## src/rtl/level_fifo.sv

```systemverilog
// Single-clock show-ahead FIFO with occupancy level and almost-full/almost-empty flags.
// Optional overflow/drop counter is built when LEVEL_FIFO_DROP_CNT_EN is defined.
module level_fifo #(
    parameter int ASIZE     = 4,
    parameter int DSIZE     = 32,
    parameter int AF_THRESH = 2**ASIZE - 2,
    parameter int AE_THRESH = 1
) (
    input  logic             clk,
    input  logic             rst,
    input  logic             clear_n,
    input  logic [DSIZE-1:0] wr_data,
    input  logic             wr_valid,
    output logic             wr_ready,
    output logic [DSIZE-1:0] rd_data,
    output logic             rd_valid,
    input  logic             rd_ready,
    output logic [ASIZE:0]   level,
    output logic             almost_full,
    output logic             almost_empty
`ifdef LEVEL_FIFO_DROP_CNT_EN
    ,
    output logic             overflow,
    output logic [7:0]       drop_cnt
`endif
);

    localparam int             DEPTH   = 2**ASIZE;
    localparam logic [ASIZE:0] AF_LVL  = (ASIZE+1)'(AF_THRESH);
    localparam logic [ASIZE:0] AE_LVL  = (ASIZE+1)'(AE_THRESH);
    localparam logic [ASIZE:0] PTR_ONE = {{ASIZE{1'b0}}, 1'b1};

    // Handshake: a beat transfers on a rising edge where valid && ready are both high;
    // ready/valid here come only from registered pointers, so wr_ready ignores rd_ready.
    logic [ASIZE:0]   wr_ptr;
    logic [ASIZE:0]   rd_ptr;
    logic [DSIZE-1:0] mem [DEPTH];
    logic             full;
    logic             empty;
    logic             wr_en;
    logic             rd_en;

    assign empty = (wr_ptr == rd_ptr);
    assign full  = (wr_ptr[ASIZE-1:0] == rd_ptr[ASIZE-1:0]) &&
                   (wr_ptr[ASIZE] != rd_ptr[ASIZE]);

    assign wr_ready = !full;
    assign rd_valid = !empty;
    assign wr_en    = wr_valid && !full && clear_n;
    assign rd_en    = rd_ready && !empty && clear_n;

    assign rd_data      = mem[rd_ptr[ASIZE-1:0]];
    assign level        = wr_ptr - rd_ptr;
    assign almost_full  = (level >= AF_LVL);
    assign almost_empty = (level <= AE_LVL);

    always_ff @(posedge clk or posedge rst) begin
        if (rst) begin
            wr_ptr <= '0;
            rd_ptr <= '0;
        end else if (!clear_n) begin
            wr_ptr <= '0;
            rd_ptr <= '0;
        end else begin
            if (wr_en) wr_ptr <= wr_ptr + PTR_ONE;
            if (rd_en) rd_ptr <= rd_ptr + PTR_ONE;
        end
    end

    // Storage is deliberately left out of reset; stale entries are never visible
    // because rd_valid gates their meaning.
    always_ff @(posedge clk) begin
        if (wr_en) mem[wr_ptr[ASIZE-1:0]] <= wr_data;
    end

`ifdef LEVEL_FIFO_DROP_CNT_EN
    always_ff @(posedge clk or posedge rst) begin
        if (rst) begin
            overflow <= 1'b0;
            drop_cnt <= 8'd0;
        end else if (!clear_n) begin
            overflow <= 1'b0;
            drop_cnt <= 8'd0;
        end else if (wr_valid && full) begin
            overflow <= 1'b1;
            if (drop_cnt != 8'hFF) drop_cnt <= drop_cnt + 8'd1;
        end
    end
`endif

endmodule

```

## config.mk

```make
export PLATFORM = sky130hd
export DESIGN_NAME = level_fifo
export DESIGN_NICKNAME = d
export VERILOG_FILES = /design/src/rtl/level_fifo.sv
export SDC_FILE = /design/constraint.sdc
export NUM_CORES = 1
export LEC_CHECK = 0
export CORE_AREA = 2 2 288 290
export CTS_BUF_LIST = sky130_fd_sc_hd__clkbuf_8
export DETAILED_ROUTE_END_ITERATION = 8
export DIE_AREA = 0 0 290 292
export RECOVER_POWER = 25
export SETUP_SLACK_MARGIN = 0.15
export SLEW_MARGIN = 20
export SYNTH_ARGS = -nofsm -noshare
export SYNTH_HDL_FRONTEND = slang
export SYNTH_SLANG_ARGS = --single-unit
export TNS_END_PERCENT = 100
```

## constraint.sdc

```tcl
create_clock -name clk -period 7.1 [get_ports clk]
set_input_delay 1.42 -clock clk [delete_from_list [all_inputs] [get_ports clk]]
set_output_delay 1.42 -clock clk [all_outputs]
set_load 0.03 [all_outputs]
```

* Word level (Yosys, flattened, before mapping)
Memory sizes are Yosys's and may differ from the RTL's. Index checks and enable logic that the tools add are counted.
Operators by class: $add $sub $neg 3, $mul 0, div/mod/pow operators 0, order comparisons 2, equality and inequality tests 5, shift-type cells 0, mux-type cells 6, bitwise logic cells 0, reductions and logical operators 7
Operators with widths (number):
- two-way mux 5 bit | 4
- adder 5 x 1 -> 5 bit (second input constant) | 2
- equality test 5 bit | 1
- >= comparator 5 x 4 -> 1 bit (second input constant) | 1
- less-or-equal comparator 5 x 1 -> 1 bit (second input constant) | 1
- logical AND 1 bit | 5
- subtractor 5 bit | 1
- equality test 4 bit | 1
- != test 2 x 1 -> 1 bit (second input constant) | 2
- logical NOT 1 bit | 2
- two-way mux 1 bit | 2
- != test 1 bit | 1
Storage, ports and cells: bits in registers 10, latch bits 0, memory bits (writable) 512, bits in read-only memories 0, bits of input ports 37, word-level logic and storage cells 26, memories 1
Memory list:
- mem | words 16, bits a word 32, read ports 1, clocked after Yosys merged registers in 0, write ports 1, RTL line 37 | logic [DSIZE-1:0] mem [DEPTH];

* Depth between registers and ports, before layout
Gate-level depths: netlist of run 1.
depth after elaboration 7, mapped depth 9, mapped depth without buffers 7

* Worst setup path after synthesis of run 1
Ideal clock, no wire load.
path type register to register, start reg rd_ptr[1], end mem mem[0][0], enable pin, arrival 4248 ps, required time 6639 ps, setup slack 2391 ps, cell stages (with the launch flop) 10, buffers on the path 3, cells stage by stage dfrtp_1 clkbuf_1 buf_2 buf_2 inv_1 ha_1 and4_1 a21boi_2 nand3_1 nor3_1
On the way: cells in the longest elaborated chain, start to end 7
RTL lines:
- start, declared | RTL line 36 | logic [ASIZE:0] rd_ptr;
- start signal, assigned | RTL line 66 | if (rd_en) rd_ptr <= rd_ptr + PTR_ONE;
- equality test 4 bit | RTL line 44 | assign full = (wr_ptr[ASIZE-1:0] == rd_ptr[ASIZE-1:0]) &&
- logical AND 1 bit | RTL line 44
- logical NOT 1 bit | RTL line 49 | assign wr_en = wr_valid && !full && clear_n;
- logical AND 1 bit (2 in a row) | RTL line 49
- two-way mux 1 bit | RTL line 73 | if (wr_en) mem[wr_ptr[ASIZE-1:0]] <= wr_data;
- two-way mux 1 bit (not written as such) | RTL line 73
- end, declared | RTL line 37
Every way passes these cells.

* Worst setup path in the final report of run 1
start reg rd_ptr[1], end out almost_empty
On the way: cells in the longest elaborated chain, start to end 2
RTL lines:
- subtractor 5 bit | RTL line 53 | assign level = wr_ptr - rd_ptr;
- less-or-equal comparator 5 x 1 -> 1 bit | RTL line 55 | assign almost_empty = (level <= AE_LVL);
- end, declared | RTL line 20 | output logic almost_empty
Every way passes these cells.

==> impl_metrics.py, run 1 <==
metrics = {
    "detailed_routing": {
        "ant_nets": 0,
        "post-route-drc-count": 0,
        "routed_wl_microns": 46800,
        "drt_first_pass_iters": 5,
        "wl_per_cell_microns": 21.0,
        "via_per_inst": 4.39,
        "num_vias": 9771,
        "drt-initial-drc-count": 754,
    },
    "logic_synthesis": {
        "synthMuxAreaShare": 0.155,
        "synth_cells": 962,
        "ys_warn_count": 0,
        "synthSimpleGateAreaFrac": 0.0128,
        "synth_flop_cell": "edfxtp_1",
        "synth_compound_area_frac": 0.0353,
        "synth-seq-cells": 522,
        "syn-num-nets": 1009,
        "synthAdderAreaFrac": 0.00653,
        "synth_top_family_by_area": "multiplexers",
        "netlist_area_sq_um": 20300,
        "synth_xor_area_frac": 0.00425,
        "ys_seq_area_frac": 0.770,
        "synth_edf_count": 512,
        "synth-async-reset-ratio": 0.0192,
        "syn_area_per_cell_sq_um": 21.1,
        "ys_types": 37,
    },
    "clock_tree": {
        "clk_latency_ns": 0.62,
        "htreeDepth": 3,
        "holdBufCountCts": 0,
        "cts.reportedPaths.clkPinSlew_ns": 0.06,
        "clock_path_buffers": 3,
        "clock_sinks": 522,
        "cts_made_buffers": 80,
        "cts_resized": 0,
        "postCtsSetupBuffers": 0,
        "tritoncts": "built",
        "cts_root_buf": "clkbuf_8",
    },
    "job": {
        "maxCapViolations": 0,
    },
    "placed_design": {
        "hpwl_microns": 26000,
        "gp_congestion": 0.695,
        "dpl_cell_area_sq_um": 22500,
        "io_buffers": 77,
        "dp.cells": 2083,
    },
    "layout": {
        "fill_cells": 7886,
        "area.growth.synth_to_final_pct": 17.8,
        "drive_gt1_frac": 0.212,
        "fin_cells": 2224,
        "stdcell_area_sq_um": 23900,
        "finalNetCount": 1144,
    },
    "global_routing": {
        "track_usage": 0.108,
        "grt_overflow": 0,
        "grt_first_pass_wirelength_microns": 68400,
        "grt_max_degree": 57,
        "grt_pass1_vias": 10200,
        "antenna_found_initial": 12,
    },
    "setup_path": {
        "end_kind": "primary output",
        "critPathLaunchType": "flip-flop",
        "cp_slowest_cell": "buf_4",
        "path_cells": "buf_4, fa_1, nor2b_1, o21ai_0, nand3_1, a221oi_1, clkdlybuf4s50_1",
        "max_stage_delay_ns": 0.84,
        "path_max_fanout": 48,
        "r2r_setup_slack_ns": 3.09,
        "critPathArrivalTime_ns": 4.09,
        "worst-setup-path-type": "flip-flop to primary output",
        "required_ns": 5.68,
        "crit_family": "buffers and inverters",
        "crit_buf_inv": 2,
    },
    "floorplan": {
        "die_h_microns": 292,
        "num_io_pins": 78,
        "rows": 105,
        "initial_utilization": 0.249,
        "fp.coreArea_sq_um": 81600,
        "dieArea_sq_um": 84700,
        "die_x_microns": 290,
    },
    "timing": {
        "skew_ns": 0.0142,
        "period_minus_slack_ns": 5.51,
        "clock.fmax_mhz": 181,
        "maxSlewViolCount": 0,
        "slew_headroom": 0.358,
        "hold_slack_ns": 0.644,
        "worst_slew_pin_slew_ns": 0.963,
        "setup_violations": 0,
        "rsz0062_at_grt": "false",
        "finalHoldViolations": 0,
        "tns_ns": 0,
        "fin_crit_sh": 0.776,
    },
    "hold_path": {
        "min_path_type": "flip-flop to flip-flop",
    },
    "power_and_ir_drop": {
        "peakVddDrop_v": 0.000125,
        "powerDensity_nw_per_um2": 278,
        "power_leakage_nw": 7.18,
    },
    "outcome": {
        "status": "completed",
    },
}
[state kept, by name, indices dropped and copies added, names as in the netlist]
name and flops:
wr_ptr 5, mem 512, rd_ptr 5
[stage by stage]
stage / worst slack, ns / utilization / total power [mW]
6_report: 1.59 / 0.293 / 6.66
5_1_grt: 1.39 / 0.293 / 6.92
4_1_cts: 1.38 / 0.293 / 6.75
3_5_place_dp: 2.07 / 0.275 / 4.52
3_3_place_gp: 1.99 / 0.275 / 4.51
2_1_floorplan: 2.39 / - / 4.18
[path summary, 6_finish.rpt]
| path | startpoint | end | cells past startpoint |
|---|---|---|---|
| min reg2reg | wr_ptr[4] | wr_ptr[4] | 2 |
| max reg2reg | rd_ptr[2] | mem[15][2] | 7 |
| max in group asynchronous | rst | rd_ptr[0] | 2 |
| min in group asynchronous | rst | rd_ptr[3] | 2 |
| max | rd_ptr[1] | almost_empty | 7 |
| min | wr_ptr[4] | wr_ptr[4] | 2 |
[layer usage]
layer / wire length (microns) / vias up / track usage
met2: 23100 / 258 / 0.181
li1: - / 4271 / -
met3: 2590 / 84 / 0.0266
met4: 813 / 18 / 0.0334
met5: 115 / - / 0
met1: 20100 / 5140 / 0.139
[tightest hold or removal path, delay by kind of cell (launching register included)]
family,cells,cell delay (ns)
flip-flops,1,0.44
AO/OA/AOI/OAI,2,0.16
[power by group]
| group | leakage [nW] | switching, mW | total (mW) | internal, mW |
|---|---|---|---|---|
| sequential | 4.74 | 0.0420 | 3.45 | 3.41 |
| combinational | 1.63 | 0.526 | 0.980 | 0.454 |
| clock | 0.802 | 1.10 | 2.23 | 1.12 |
| total | 7.17 | 1.67 | 6.66 | 4.99 |
[Yosys cell counts, drive strengths merged, types with 6 or more instances]
| cell | n | area share |
|---|---|---|
| xnor2 | 6 | 0.0026 |
| nor2 | 13 | 0.0024 |
| edfxtp | 512 | 0.76 |
| o21ai | 69 | 0.017 |
| dfrtp | 10 | 0.012 |
| mux4 | 96 | 0.11 |
| inv | 10 | 0.0018 |
| mux2i | 98 | 0.048 |
| a221oi | 33 | 0.014 |
| and2 | 9 | 0.0028 |
| clkbuf | 27 | 0.0050 |
| buf | 28 | 0.0099 |
| ha | 9 | 0.0055 |
[area by class of cell]
class	instances	area (sq um)	area share
Timing Repair Buffer	108	1040	0.0435
Multi-Input combinational cell	375	4460	0.186
Tap cell	1070	1340	0.0560
Clock inverter	54	246	0.0103
Inverter	10	37.5	0.00157
Clock buffer	84	1160	0.0483
Antenna cell	1	2.50	0.000105
Sequential cell	522	15600	0.654
[cells in the final DEF (no fill, tap or decap), types with 5 or more instances in the layout]
cell type / count
edfxtp_1: 512
mux2i_1: 98
mux4_2: 96
clkbuf_8: 84
o21ai_0: 61
clkdlybuf4s50_1: 58
a221oi_1: 33
inv_1: 32
buf_4: 28
clkinv_1: 22
dlygate4sd3_1: 19
nor2_4: 12
ha_1: 9
and2_1: 8
o21ai_1: 7
clkinv_2: 7
dfrtp_1: 7
xnor2_1: 6
nand2_1: 5
nand3_1: 5
[kinds of logic after synthesis]
kind of cell               Yosys count
AOI/OAI and AO/OA                  112
xor gates and xnor gates             9
adders and majority gates           10
buffers and inverters               65
DFF                                522
muxes                              194
and+or+nand+nor                     50
No activity file was read; power rests on OpenSTA's default activity.
==> run 2, diff against run 1 <==
clock period = 5.4 ns   (was 7.1 ns; I/O delays follow)
==> run 2 against run 1 <==
- final area up 0.94%
- utilization up 0.28 points
- setup slack worse by 0.97 ns
- sequential cell count unchanged
==> impl_metrics.py, run 2 (synthesis gave the netlist of run 1 again) <==
metrics = {
    "layout": {
        "finalNetCount": 1144,
        "multi_input_area_sq_um": 4460,
        "drive_gt1_frac": 0.223,
        "antennaDiodeCount": 0,
        "layout_common_cells": "edfxtp_1 (512), mux2i_1 (98), mux4_2 (96)",
        "final_common_cell": "edfxtp_1",
        "area.growth.synth_to_final_pct": 18.9,
        "stdcell_area_sq_um": 24100,
        "regArea_sq_um": 15600,
        "largest_reg_flops": 512,
        "fill_cells": 7868,
        "fin_util": 0.296,
    },
    "setup_path": {
        "path_cells": "buf_4, inv_1, ha_1, nor2b_1, o21ai_0, a21o_1, a32o_1, clkdlybuf4s50_1",
        "cp_slowest_cell": "dfrtp_4",
        "r2r-start": "rd_ptr[2]",
        "end_kind": "primary output",
        "critPathArrivalTime_ns": 3.70,
        "crit_family": "buffers and inverters",
        "max_stage_delay_ns": 0.67,
        "path_max_fanout": 36,
        "worst-setup-path-type": "flip-flop to primary output",
        "required_ns": 4.32,
        "critPathLaunchType": "flip-flop",
        "crit_path_start": "rd_ptr[2]",
        "crit_buf_inv": 3,
    },
    "clock_tree": {
        "cts.reportedPaths.clkPinSlew_ns": 0.07,
        "clk_latency_ns": 0.63,
        "tritoncts": "built",
        "htreeDepth": 3,
        "clock_sinks": 522,
        "cts_made_buffers": 83,
        "cts_resized": 0,
        "holdBufCountCts": 0,
        "postCtsSetupBuffers": 0,
        "clock_path_buffers": 3,
        "cts_root_buf": "clkbuf_8",
    },
    "global_routing": {
        "top_usage_layer": "met2",
        "use_met2": 0.187,
        "antenna_found_initial": 15,
        "track_usage": 0.109,
        "grt_pass1_vias": 10500,
        "grt_use_met1": 0.131,
        "gr-usage-met3": 0.0278,
        "grt_first_pass_wirelength_microns": 68500,
        "grt_overflow": 0,
        "grt_max_degree": 49,
    },
    "timing": {
        "period_minus_slack_ns": 4.78,
        "clock.fmax_mhz": 209,
        "slew_headroom": 0.295,
        "skew_ns": 0.0204,
        "setup_violations": 0,
        "worst_slew_pin_slew_ns": 1.06,
        "maxSlewViolCount": 0,
        "tns_ns": 0,
        "finalHoldViolations": 0,
        "rsz0062_at_grt": "false",
        "fin_crit_sh": 0.886,
        "setup_slack_ns": 0.617,
    },
    "detailed_routing": {
        "ant_nets": 0,
        "post-route-drc-count": 0,
        "routed_wl_microns": 46400,
        "num_vias": 9796,
        "via_per_inst": 4.39,
        "drt-initial-drc-count": 699,
        "drt_first_pass_iters": 7,
        "wl_per_cell_microns": 20.8,
    },
    "floorplan": {
        "die_h_microns": 292,
        "die_x_microns": 290,
        "dieArea_sq_um": 84700,
        "fp.coreArea_sq_um": 81600,
        "rows": 105,
        "num_io_pins": 78,
        "initial_utilization": 0.249,
    },
    "outcome": {
        "status": "completed",
    },
    "power_and_ir_drop": {
        "power_leakage_nw": 7.25,
        "combPwrFrac": 0.144,
        "seq_power_share": 0.507,
        "clkPwrFrac": 0.350,
        "peakVddDrop_v": 0.000140,
        "switchingPower_mw": 2.26,
        "powerDensity_nw_per_um2": 370,
        "switching_share": 0.252,
        "p_int_mw": 6.68,
    },
    "hold_path": {
        "min_path_type": "flip-flop to flip-flop",
        "hp-start": "wr_ptr[4]",
    },
    "placed_design": {
        "gp_congestion": 0.689,
        "io_buffers": 77,
        "dpl_cell_area_sq_um": 22600,
        "hpwl_microns": 26800,
        "place_ws_ns": 1.22,
    },
    "job": {
        "maxCapViolations": 0,
    },
}
[run 2: final cells by class]
cell class / count / share of cell area
flip-flops and latches: 522 / 0.648
multi-input cells: 375 / 0.185
well taps: 1070 / 0.0555
clock buffers: 84 / 0.0479
repair buffers: 105 / 0.0473
clock inverters: 66 / 0.0155
inverters: 10 / 0.00155
[run 2: metrics by stage]
step	hold slack, ns	std cells	total power, mW
after floorplan	0.594	962	5.49
after global placement	0.610	2082	5.93
after detailed placement	0.631	2082	5.94
after CTS	0.639	2232	9.07
after global routing	0.662	2232	9.30
final	0.642	2232	8.94
[run 2: path summary, 6_finish.rpt]
| path | end | slack, ns | cells past startpoint |
|---|---|---|---|
| setup / recovery | almost_full | 0.62 | 8 |
| hold / removal | wr_ptr[4] | 0.64 | 2 |
| setup reg to reg | mem[9][1] | 1.43 | 8 |
| hold reg to reg | wr_ptr[4] | 0.64 | 2 |
| max in group asynchronous | rd_ptr[1] | 4.04 | 2 |
| min in group asynchronous | rd_ptr[2] | 0.99 | 2 |
[run 2: per-layer routing]
metal | vias up | routed length (microns)
li1 | 4285 | -
met1 | 5137 | 19100
met2 | 261 | 23300
met3 | 93 | 2610
met4 | 20 | 1310
met5 | - | 114
[run 2: worst register-to-register path: stages (launching register included)]
cell and delay, ns:
dfrtp_4 0.67, buf_4 0.57, inv_1 0.12, ha_1 0.35, and4_1 0.26, a21boi_2 0.31, nand3_1 0.36, nor2_4 0.74
buf_12 0.27
[run 2: power groups by stage]
stage | clock, mW | combinational, mW | sequential, mW
finish | 3.12 | 1.29 | 4.53
global route | 3.38 | 1.38 | 4.53
CTS | 3.21 | 1.33 | 4.53
detailed placement | 0 | 1.32 | 4.62
global placement | 0 | 1.31 | 4.61
floorplan | 0 | 0.917 | 4.58
==> run 3, diff against run 2 <==
SKIP_LAST_GASP = 1   (was not set)
==> results of run 3 <==
Same layout as run 2: the final DEF is identical, and so are final timing and power.
